--- config.mk ---
export PLATFORM = sky130hd
export DESIGN_NAME = riscv_imem_loader_flat
export DESIGN_NICKNAME = d
export VERILOG_FILES = /design/src/rtl/riscv_imem_loader_if.sv /design/src/rtl/riscv_imem_loader.sv /design/src/flat_wrapper.sv
export SDC_FILE = /design/constraint.sdc
export NUM_CORES = 1
export LEC_CHECK = 0
export CORE_MARGIN = 2
export CORE_UTILIZATION = 50
export CTS_CLUSTER_DIAMETER = 80
export DETAILED_ROUTE_END_ITERATION = 10
export DONT_BUFFER_PORTS = 1
export GPL_TIMING_DRIVEN = 0
export SLEW_MARGIN = 10
export SYNTH_ARGS = -nofsm -noshare
export SYNTH_HDL_FRONTEND = slang
export SYNTH_SLANG_ARGS = --single-unit
--- constraint.sdc ---
create_clock -name clk -period 2.2 [get_ports clk]
set_input_delay 0.22 -clock clk [delete_from_list [all_inputs] [get_ports clk]]
set_output_delay 0.22 -clock clk [all_outputs]
set_load 0.03 [all_outputs]
--- src/rtl/riscv_imem_loader_if.sv ---
// Byte-stream channel feeding the instruction-memory loader.
// The master drives bytes; the loader (slave) answers with a registered ready.
interface riscv_imem_loader_if;
  logic       s_valid;
  logic       s_ready;
  logic [7:0] s_data;
  logic       s_last;

  modport master (output s_valid, output s_data, output s_last, input s_ready);
  modport slave  (input s_valid, input s_data, input s_last, output s_ready);
endinterface

--- src/rtl/riscv_imem_loader.sv ---
// Boot loader: packs a byte stream little-endian into 32-bit words, writes them
// to instruction memory from word 0 upward, then releases the core after a delay.
module riscv_imem_loader #(
  parameter int ADDR_W        = 8,
  parameter int RELEASE_DELAY = 4
) (
  input  logic                 clk,
  input  logic                 reset,
  riscv_imem_loader_if.slave   s,
  output logic                 imem_we,
  output logic [ADDR_W-1:0]    imem_addr,
  output logic [31:0]          imem_wdata,
  output logic                 core_reset,
  output logic                 done,
  output logic                 error,
  output logic [ADDR_W:0]      words_loaded
);

  typedef enum logic [1:0] {LOAD, DELAY, RUN, ERROR} state_t;

  localparam logic [7:0] CNT_LAST = 8'(RELEASE_DELAY - 1);

  state_t          state_q, state_d;
  logic            s_ready_q;
  logic [1:0]      idx_q;
  logic [31:0]     asm_q;
  logic [ADDR_W:0] wp_q;
  logic [7:0]      cnt_q;

  logic            accept, full, store, complete;
  logic [31:0]     word_d;

  assign s.s_ready = s_ready_q;

  // NOTE: every signal written here gets a default first, so no path leaves it
  // unassigned and no latch is inferred.
  always_comb begin
    accept   = s.s_valid && s_ready_q;
    // wp carries one extra bit so "memory full" is distinguishable from address 0.
    full     = wp_q[ADDR_W];
    store    = accept && !full;
    complete = store && ((idx_q == 2'd3) || s.s_last);
    word_d   = asm_q;
    word_d[8*idx_q +: 8] = s.s_data;

    state_d = state_q;
    unique case (state_q)
      LOAD: begin
        if (accept && full)           state_d = ERROR;
        else if (store && s.s_last)   state_d = DELAY;
      end
      DELAY: begin
        if (cnt_q == CNT_LAST)        state_d = RUN;
      end
      default: state_d = state_q;
    endcase
  end

  // NOTE: sequential state uses non-blocking assignments so every register
  // samples the pre-edge values, independent of statement order.
  always_ff @(posedge clk) begin
    if (reset) begin
      state_q      <= LOAD;
      s_ready_q    <= 1'b1;
      imem_we      <= 1'b0;
      imem_addr    <= '0;
      imem_wdata   <= '0;
      core_reset   <= 1'b1;
      done         <= 1'b0;
      error        <= 1'b0;
      words_loaded <= '0;
      idx_q        <= '0;
      asm_q        <= '0;
      wp_q         <= '0;
      cnt_q        <= '0;
    end else begin
      state_q    <= state_d;
      s_ready_q  <= (state_d == LOAD);
      core_reset <= (state_d != RUN);
      done       <= (state_d == RUN);
      error      <= (state_d == ERROR);
      imem_we    <= complete;

      if (complete) begin
        imem_addr  <= wp_q[ADDR_W-1:0];
        imem_wdata <= word_d;
        wp_q       <= wp_q + 1'b1;
        asm_q      <= '0;
        idx_q      <= '0;
      end else if (store) begin
        asm_q <= word_d;
        idx_q <= idx_q + 2'd1;
      end

      // The count trails the strobe by one cycle.
      if (imem_we) words_loaded <= words_loaded + 1'b1;

      cnt_q <= (state_q == DELAY) ? cnt_q + 8'd1 : 8'd0;
    end
  end

endmodule

--- src/flat_wrapper.sv ---
// flat-port wrapper written by rule: the top's interface ports become plain ports
module riscv_imem_loader_flat 
#(
  parameter int ADDR_W        = 8,
  parameter int RELEASE_DELAY = 4
)
  (clk, reset, imem_we, imem_addr, imem_wdata, core_reset, done, error, words_loaded, s_s_valid, s_s_data, s_s_last, s_s_ready);
  riscv_imem_loader_if s_i ();
  input  logic clk;
  input  logic reset;
  output logic imem_we;
  output logic [ADDR_W-1:0] imem_addr;
  output logic [31:0] imem_wdata;
  output logic core_reset;
  output logic done;
  output logic error;
  output logic [ADDR_W:0] words_loaded;
  input wire logic [$bits(s_i.s_valid)-1:0] s_s_valid;
  input wire logic [$bits(s_i.s_data)-1:0] s_s_data;
  input wire logic [$bits(s_i.s_last)-1:0] s_s_last;
  output wire logic [$bits(s_i.s_ready)-1:0] s_s_ready;
  assign s_i.s_valid = s_s_valid;
  assign s_i.s_data = s_s_data;
  assign s_i.s_last = s_s_last;
  assign s_s_ready = s_i.s_ready;
  riscv_imem_loader #(.ADDR_W(ADDR_W), .RELEASE_DELAY(RELEASE_DELAY)) u_core (.clk(clk), .reset(reset), .s(s_i), .imem_we(imem_we), .imem_addr(imem_addr), .imem_wdata(imem_wdata), .core_reset(core_reset), .done(done), .error(error), .words_loaded(words_loaded));
endmodule
==> flow_metrics.env, run 1 <==
export IMPL_status="complete, no violations"
export IMPL_rsz0062_at_grt="no"
export IMPL_cts_path_max_buffers=2
export IMPL_cts_made_buffers=9
export IMPL_track_usage=0.2188
export IMPL_finalPower_mw=3.692
export IMPL_die_h_microns=95.44
export IMPL_layout_setup_ws_ns=0.1959
export IMPL_die_w_microns=95.44
export IMPL_hold_depth=2
export IMPL_rows=33
export IMPL_skew_ns=0.01395
export IMPL_hold_viol_final=0
export IMPL_place_ws_ns=-0.1782
export IMPL_hold_path_end="u_core.s.s_ready$_SDFF_PP1_"
export IMPL_power_density_nw_per_um2=815.7
export IMPL_n_antenna_cell=0
export IMPL_hold_buffers=0
export IMPL_gp_congestion=0.7999
export IMPL_fin_crit_ns=2.004
export IMPL_grt_pass1_wl_microns=15490
export IMPL_grt_max_degree=18
export IMPL_postCtsSetupRepairBufs=0
export IMPL_hpwlAfterDp_microns=6589
export IMPL_initial_core_util=0.5113
export IMPL_drt_iter0_markers=175
export IMPL_fmax_mhz=499.0
export IMPL_tightest_slew_ns=0.5776
export IMPL_worstSetupStartpoint="u_core.idx_q[1]$_SDFFE_PP0P_"
export IMPL_final_area_sq_um=4527
export IMPL_synth_compound_area_share=0.1595
export IMPL_min_path_type="in2reg"
export IMPL_syn_num_nets=490
export IMPL_syn_inst=469
export IMPL_fin_crit_sh=0.9110
export IMPL_max_cap_violations=0
export IMPL_ys_types=38
export IMPL_dr_pass1_iters=4
export IMPL_drtAntennaViolNets=0
export IMPL_avgSynthCellArea_sq_um=8.913
export IMPL_p_leak_nw=1.603
export IMPL_wl_per_cell_microns=16.21
export IMPL_synth_top_cell_by_area="dfxtp_1"
export IMPL_synthTopCellsByArea="dfxtp_1 (51%), nor2_1 (8.2%), a221oi_1 (6.7%)"
export IMPL_ff2ff_setup_slack_ns=0.20
export IMPL_num_nets_final=497
export IMPL_num_vias=3373
export IMPL_die_area_sq_um=9108
export IMPL_peakVddDrop_uv=358.1
export IMPL_crit_arrival_ns=2.30
export IMPL_synth_fa_ha_area_frac=0.02694
export IMPL_drcViolationCount=0
export IMPL_synth_area_mux_share=0.005088
export IMPL_avgViaCountPerCell=5.766
export IMPL_yosysTopAreaCellShare=0.5124
export IMPL_cts_tree="built"
export IMPL_min_from="s_s_valid"
export IMPL_slew_headroom=0.6123
export IMPL_io_pins=66
export IMPL_start_kind="register"
export IMPL_grt_pass1_vias=3196
export IMPL_wirelength_microns=9483
export IMPL_root_buffer="clkbuf_8"
export IMPL_clk_pin_slew_worst_paths_ns=0.10
export IMPL_portBuffers=0
export IMPL_finalSetupTns_ns=0
export IMPL_synth_simple_area_share=0.2134
export IMPL_reg2reg_to="u_core.asm_q[19]$_SDFFE_PP0P_"
export IMPL_worstSetupPathType="reg2reg"
export IMPL_htreeDepth=3
export IMPL_slew_viol_final=0
export IMPL_endpoint_kind="register"
export IMPL_grt_overflow=0
export IMPL_coreArea_sq_um=8175
export IMPL_reg2regPathDepth=7
export IMPL_place_area_sq_um=4312
export IMPL_ys_seq_elements=107
export IMPL_clkSinkCount=107
export IMPL_yosysWarnings=0
export IMPL_synthXorXnorAreaFrac=0.03771
export IMPL_antenna_found_initial=0
export IMPL_seq_area_frac_synth=0.5124
export IMPL_final_setup_viol_count=0
export IMPL_clock_latency_ns=0.37
export IMPL_synth_top_family_by_area="simple AND/OR/NAND/NOR gates"
export IMPL_worstPathMaxFanout=9
export IMPL_syn_area_sq_um=4180
export IMPL_areaGrowthSynthToFinish_pct=8.291
export IMPL_worstPathRequired_ns=2.50
export IMPL_drive_gt1_frac=0.06667
export IMPL_r2r_start="u_core.idx_q[1]$_SDFFE_PP0P_"
## cell families (layout without fill, tap and decap cells)
logic type | count (synthesis) | after routing
fa+ha+maj | 9 | 9
flops | 107 | 107
simple gates | 196 | 196
compound gates | 89 | 89
xor+xnor | 18 | 18
buf+inv | 48 | 59
mux | 2 | 2
## worst max-delay path, cell delays in order, from the launching register on
cell and delay, ns:
dfxtp_1 0.41, inv_1 0.11, ha_1 0.37, nor4bb_1 0.23, clkbuf_2 0.26, and2_1 0.34, a22oi_1 0.11, nor2_1 0.11
## metrics by stage
step           utilization  hold WS, ns  instances
2_1_floorplan            -       0.4132        469
3_3_place_gp        0.5274       0.4256        574
3_5_place_dp        0.5274       0.4353        574
4_1_cts             0.5519      0.07836        586
5_1_grt             0.5537      0.07463        585
6_report            0.5537      0.09157        585
## where the power goes
group	switching (mW)	total (mW)	internal, mW	leakage (nW)
Combinational	0.206	0.301	0.0956	0.627
Clock	0.667	1.26	0.596	0.107
Sequential	0.133	2.13	2.00	0.869
## layout make-up
class	instances	area [sq um]
Inverter	10	37.54
Tap cell	105	131.4
Fill cell	780	3649
Multi-Input combinational cell	314	1861
Buffer	34	143.9
Sequential cell	107	2146
Clock buffer	11	151.4
Clock inverter	4	56.30
## cells in the final DEF (no fill, tap or decap), types with 2 or more instances in the layout
cell type  count
dfxtp_1      106
nor2_1        90
nor3_1        39
a221oi_1      32
a22oi_1       32
nand2_1       31
clkbuf_1      15
a21oi_1       15
xnor2_1       11
clkbuf_8      11
inv_1         10
ha_1           9
buf_1          8
nand3_1        8
xor2_1         7
buf_2          6
clkbuf_2       4
or3_1          4
and2_1         4
nand4_1        3
inv_6          3
nand3b_1       2
nor4bb_1       2
nor2b_1        2
o211ai_1       2
nand2b_1       2
a41oi_1        2
o21ai_0        2
## worst max-delay path by stage
stage                                              end  slack [ns]  cells past startpoint
finish                   u_core.asm_q[19]$_SDFFE_PP0P_        0.20                      7
CTS                      u_core.asm_q[25]$_SDFFE_PP0P_        0.02                      8
floorplan                u_core.asm_q[16]$_SDFFE_PP0P_        0.27                      8
global placement         u_core.asm_q[18]$_SDFFE_PP0P_       -0.08                      8
detailed placement       u_core.asm_q[17]$_SDFFE_PP0P_       -0.18                      8
global route        u_core.imem_wdata[23]$_SDFFE_PP0P_        0.01                      5
## synth_stat cells
cell type and instances:
o21ai_0 2, buf_1 8, dfxtp_1 107, a221oi_1 32, and3_1 1, xnor2_1 11, nor4bb_1 3, or4b_1 1
clkbuf_1 24, o211ai_1 2, nand3_1 8, and4b_1 1, xor2_1 7, nand2_1 31, ha_1 9, mux2i_1 1
a41oi_1 2, nor2_1 91, nor3_1 39, or3_4 1, nor2b_1 2, and3_2 1, or3_1 4, o31ai_1 1
and2_1 4, buf_2 6, a22oi_1 32, o31a_1 1, inv_1 10, a21oi_1 15, nand2b_1 2, and3b_1 1
nand3b_1 2, o21ai_1 1, a21o_1 1, nand4_1 3, mux2_1 1, nor4_1 1
## sequential cells by signal, summed over array words and instances (netlist names), named ones only
register,cells
u_core.imem_wdata,32
u_core.words_loaded,9
u_core.error,1
u_core.idx_q,2
u_core.cnt_q,8
u_core.imem_addr,8
u_core.core_reset,1
u_core.asm_q,32
u_core.imem_we,1
u_core.wp_q,9
u_core.done,1
u_core.s.s_ready,1
u_core.state_q,1
## routing by layer
metal  global-route usage  wire [microns]
met5                    0               0
met2               0.3451            4335
met1               0.2997            4496
met3              0.04664             525
met4              0.07143             125
## repair_timing
action / 4_1_cts / 5_1_grt
gates cloned: 0 / 0
gates resized for setup: 3 / 12
setup endpoints to repair: 32 / 66
No activity file was read; power rests on OpenSTA's default activity.
==> run 2: changes to the inputs <==
--- a/config.mk
+++ b/config.mk
@@ -11,7 +11,6 @@
 export DETAILED_ROUTE_END_ITERATION = 10
 export DONT_BUFFER_PORTS = 1
 export GPL_TIMING_DRIVEN = 0
-export SLEW_MARGIN = 10
 export SYNTH_ARGS = -nofsm -noshare
 export SYNTH_HDL_FRONTEND = slang
 export SYNTH_SLANG_ARGS = --single-unit
==> results of run 2 <==
No change in the layout: final DEF, timing and power equal those of run 1.
==> run 3: changes to the inputs <==
--- a/config.mk
+++ b/config.mk
@@ -5,11 +5,11 @@
 export SDC_FILE = /design/constraint.sdc
 export NUM_CORES = 1
 export LEC_CHECK = 0
-export CORE_MARGIN = 2
+export CORE_MARGIN = 4
 export CORE_UTILIZATION = 50
-export CTS_CLUSTER_DIAMETER = 80
 export DETAILED_ROUTE_END_ITERATION = 10
 export DONT_BUFFER_PORTS = 1
+export GPL_ROUTABILITY_DRIVEN = 0
 export GPL_TIMING_DRIVEN = 0
 export SYNTH_ARGS = -nofsm -noshare
 export SYNTH_HDL_FRONTEND = slang
==> flow_metrics.env, run 3 (synthesized netlist as in run 1, its figures left out) <==
export IMPL_die_w_microns=99.44
export IMPL_hpwlAfterDp_microns=6723
export IMPL_root_buffer="clkbuf_8"
export IMPL_postCtsSetupRepairBufs=0
export IMPL_power_density_nw_per_um2=782.7
export IMPL_peakVddDrop_uv=406.6
export IMPL_worstPathMaxFanout=10
export IMPL_grt_pass1_wl_microns=16080
export IMPL_num_vias=3384
export IMPL_htreeDepth=3
export IMPL_areaGrowthSynthToFinish_pct=7.094
export IMPL_grt_max_degree=17
export IMPL_wirelength_microns=9749
export IMPL_fin_crit_sh=0.9852
export IMPL_crit_arrival_ns=2.39
export IMPL_fin_cells=586
export IMPL_hold_viol_final=0
export IMPL_seq_area_sq_um=2143
export IMPL_track_usage=0.2012
export IMPL_reg2regPathDepth=6
export IMPL_slew_viol_final=0
export IMPL_die_h_microns=99.44
export IMPL_max_cap_violations=0
export IMPL_grt_overflow=0
export IMPL_cts_path_max_buffers=2
export IMPL_n_antenna_cell=0
export IMPL_worstPathRequired_ns=2.43
export IMPL_endpoint_kind="register"
export IMPL_grt_pass1_vias=3268
export IMPL_p_leak_nw=1.577
export IMPL_status="complete, no violations"
export IMPL_cts_made_buffers=9
export IMPL_clkSinkCount=107
export IMPL_ff2ff_setup_slack_ns=0.03
export IMPL_rows=33
export IMPL_avgViaCountPerCell=5.775
export IMPL_num_nets_final=498
export IMPL_mostFrequentLayoutCells="dfxtp_1 (106), nor2_1 (90), nor3_1 (39), a221oi_1 (32), a22oi_1 (32)"
export IMPL_layout_setup_ws_ns=0.03264
export IMPL_start_kind="register"
export IMPL_portBuffers=0
export IMPL_antenna_found_initial=0
export IMPL_final_common_cell="dfxtp_1"
export IMPL_hold_depth=2
export IMPL_hold_buffers=0
export IMPL_multiInputGateArea_sq_um=1854
export IMPL_drive_gt1_frac=0.05613
export IMPL_final_setup_viol_count=0
export IMPL_cts_tree="built"
export IMPL_skew_ns=0.01080
export IMPL_tightest_slew_ns=0.5851
export IMPL_drtAntennaViolNets=0
export IMPL_clk_pin_slew_worst_paths_ns=0.10
export IMPL_initial_core_util=0.5113
export IMPL_dp_cells=574
export IMPL_drt_iter0_markers=181
export IMPL_worstSetupPathType="reg2reg"
export IMPL_coreArea_sq_um=8175
export IMPL_r2r_start="u_core.s.s_ready$_SDFF_PP1_"
export IMPL_clock_latency_ns=0.36
export IMPL_cts_resized=3
export IMPL_wl_per_cell_microns=16.64
export IMPL_dr_pass1_iters=5
export IMPL_worstSetupStartpoint="u_core.s.s_ready$_SDFF_PP1_"
export IMPL_drcViolationCount=0
export IMPL_fillers=772
export IMPL_top_regs="u_core.asm_q x32, u_core.imem_wdata x32"
export IMPL_min_path_type="in2reg"
export IMPL_io_pins=66
export IMPL_reg2reg_to="u_core.asm_q[28]$_SDFFE_PP0P_"
export IMPL_fin_crit_ns=2.167
export IMPL_hold_path_end="u_core.s.s_ready$_SDFF_PP1_"
export IMPL_timing_hold_ws_ns=0.09532
export IMPL_fmax_mhz=461.4
export IMPL_rsz0062_at_grt="yes"
export IMPL_die_area_sq_um=9887
export IMPL_place_ws_ns=-0.1212
export IMPL_min_from="s_s_valid"
export IMPL_slew_headroom=0.6073
==> run 3: changes by cell type in the layout (fill, tap and decap cells not counted), moves of 2 or more <==
cell,previous run,this run
clkbuf_1,15,18
clkinv_2,0,2
clkinv_4,0,2
clkbuf_2,4,2
buf_1,8,10
inv_6,3,0
==> run 3: how the worst max path moves through the flow <==
| stage | slack (ns) | to |
|---|---|---|
| CTS | 0.02 | u_core.asm_q[24]$_SDFFE_PP0P_ |
| finish | 0.03 | u_core.asm_q[28]$_SDFFE_PP0P_ |
| global placement | -0.08 | u_core.asm_q[21]$_SDFFE_PP0P_ |
| detailed placement | -0.12 | u_core.asm_q[12]$_SDFFE_PP0P_ |
| global route | -0.12 | u_core.asm_q[7]$_SDFFE_PP0P_ |
| floorplan | 0.27 | u_core.asm_q[16]$_SDFFE_PP0P_ |
==> run 3: area by class of cell <==
cell class              instances  area share
clock inverters                 4    0.006149
well taps                     105     0.02935
multi-input cells             314      0.4142
flip-flops and latches        107      0.4788
inverters                      10    0.008385
clock buffers                  11     0.03158
plain buffers                  35     0.03158
==> run 3: where the power goes <==
| part | switching [mW] | leakage (nW) | internal (mW) |
|---|---|---|---|
| Combinational | 0.206 | 0.619 | 0.0940 |
| Clock | 0.636 | 0.0891 | 0.438 |
| Sequential | 0.134 | 0.869 | 2.00 |
| Total | 0.976 | 1.58 | 2.53 |
==> run 3: metrics by stage <==
step	setup TNS, ns	utilization	power [mW]	cell area [sq um]
global route	-2.975	0.5476	3.673	4477
floorplan	0	-	2.386	4180
finish	0	0.5476	3.504	4477
CTS	0	0.5471	3.537	4473
global placement	-1.143	0.5274	2.470	4312
detailed placement	-1.881	0.5274	2.476	4312
==> run 3: routing by layer <==
layer / global-route usage / share of wire / up-vias
met3: 0.04909 / 0.078 / 11
met4: 0.06828 / 0.012 / 0
met1: 0.2801 / 0.46 / 1612
met2: 0.3063 / 0.45 / 97
li1: - / - / 1664
met5: 0 / 0 / -
==> run 3: worst max-delay path: stages, from the launching register on <==
cell,delay [ns]
dfxtp_1,0.58
and3b_1,0.25
o21ai_1,0.22
nand2b_1,0.14
clkbuf_1,0.30
buf_1,0.44
nor2_1,0.10
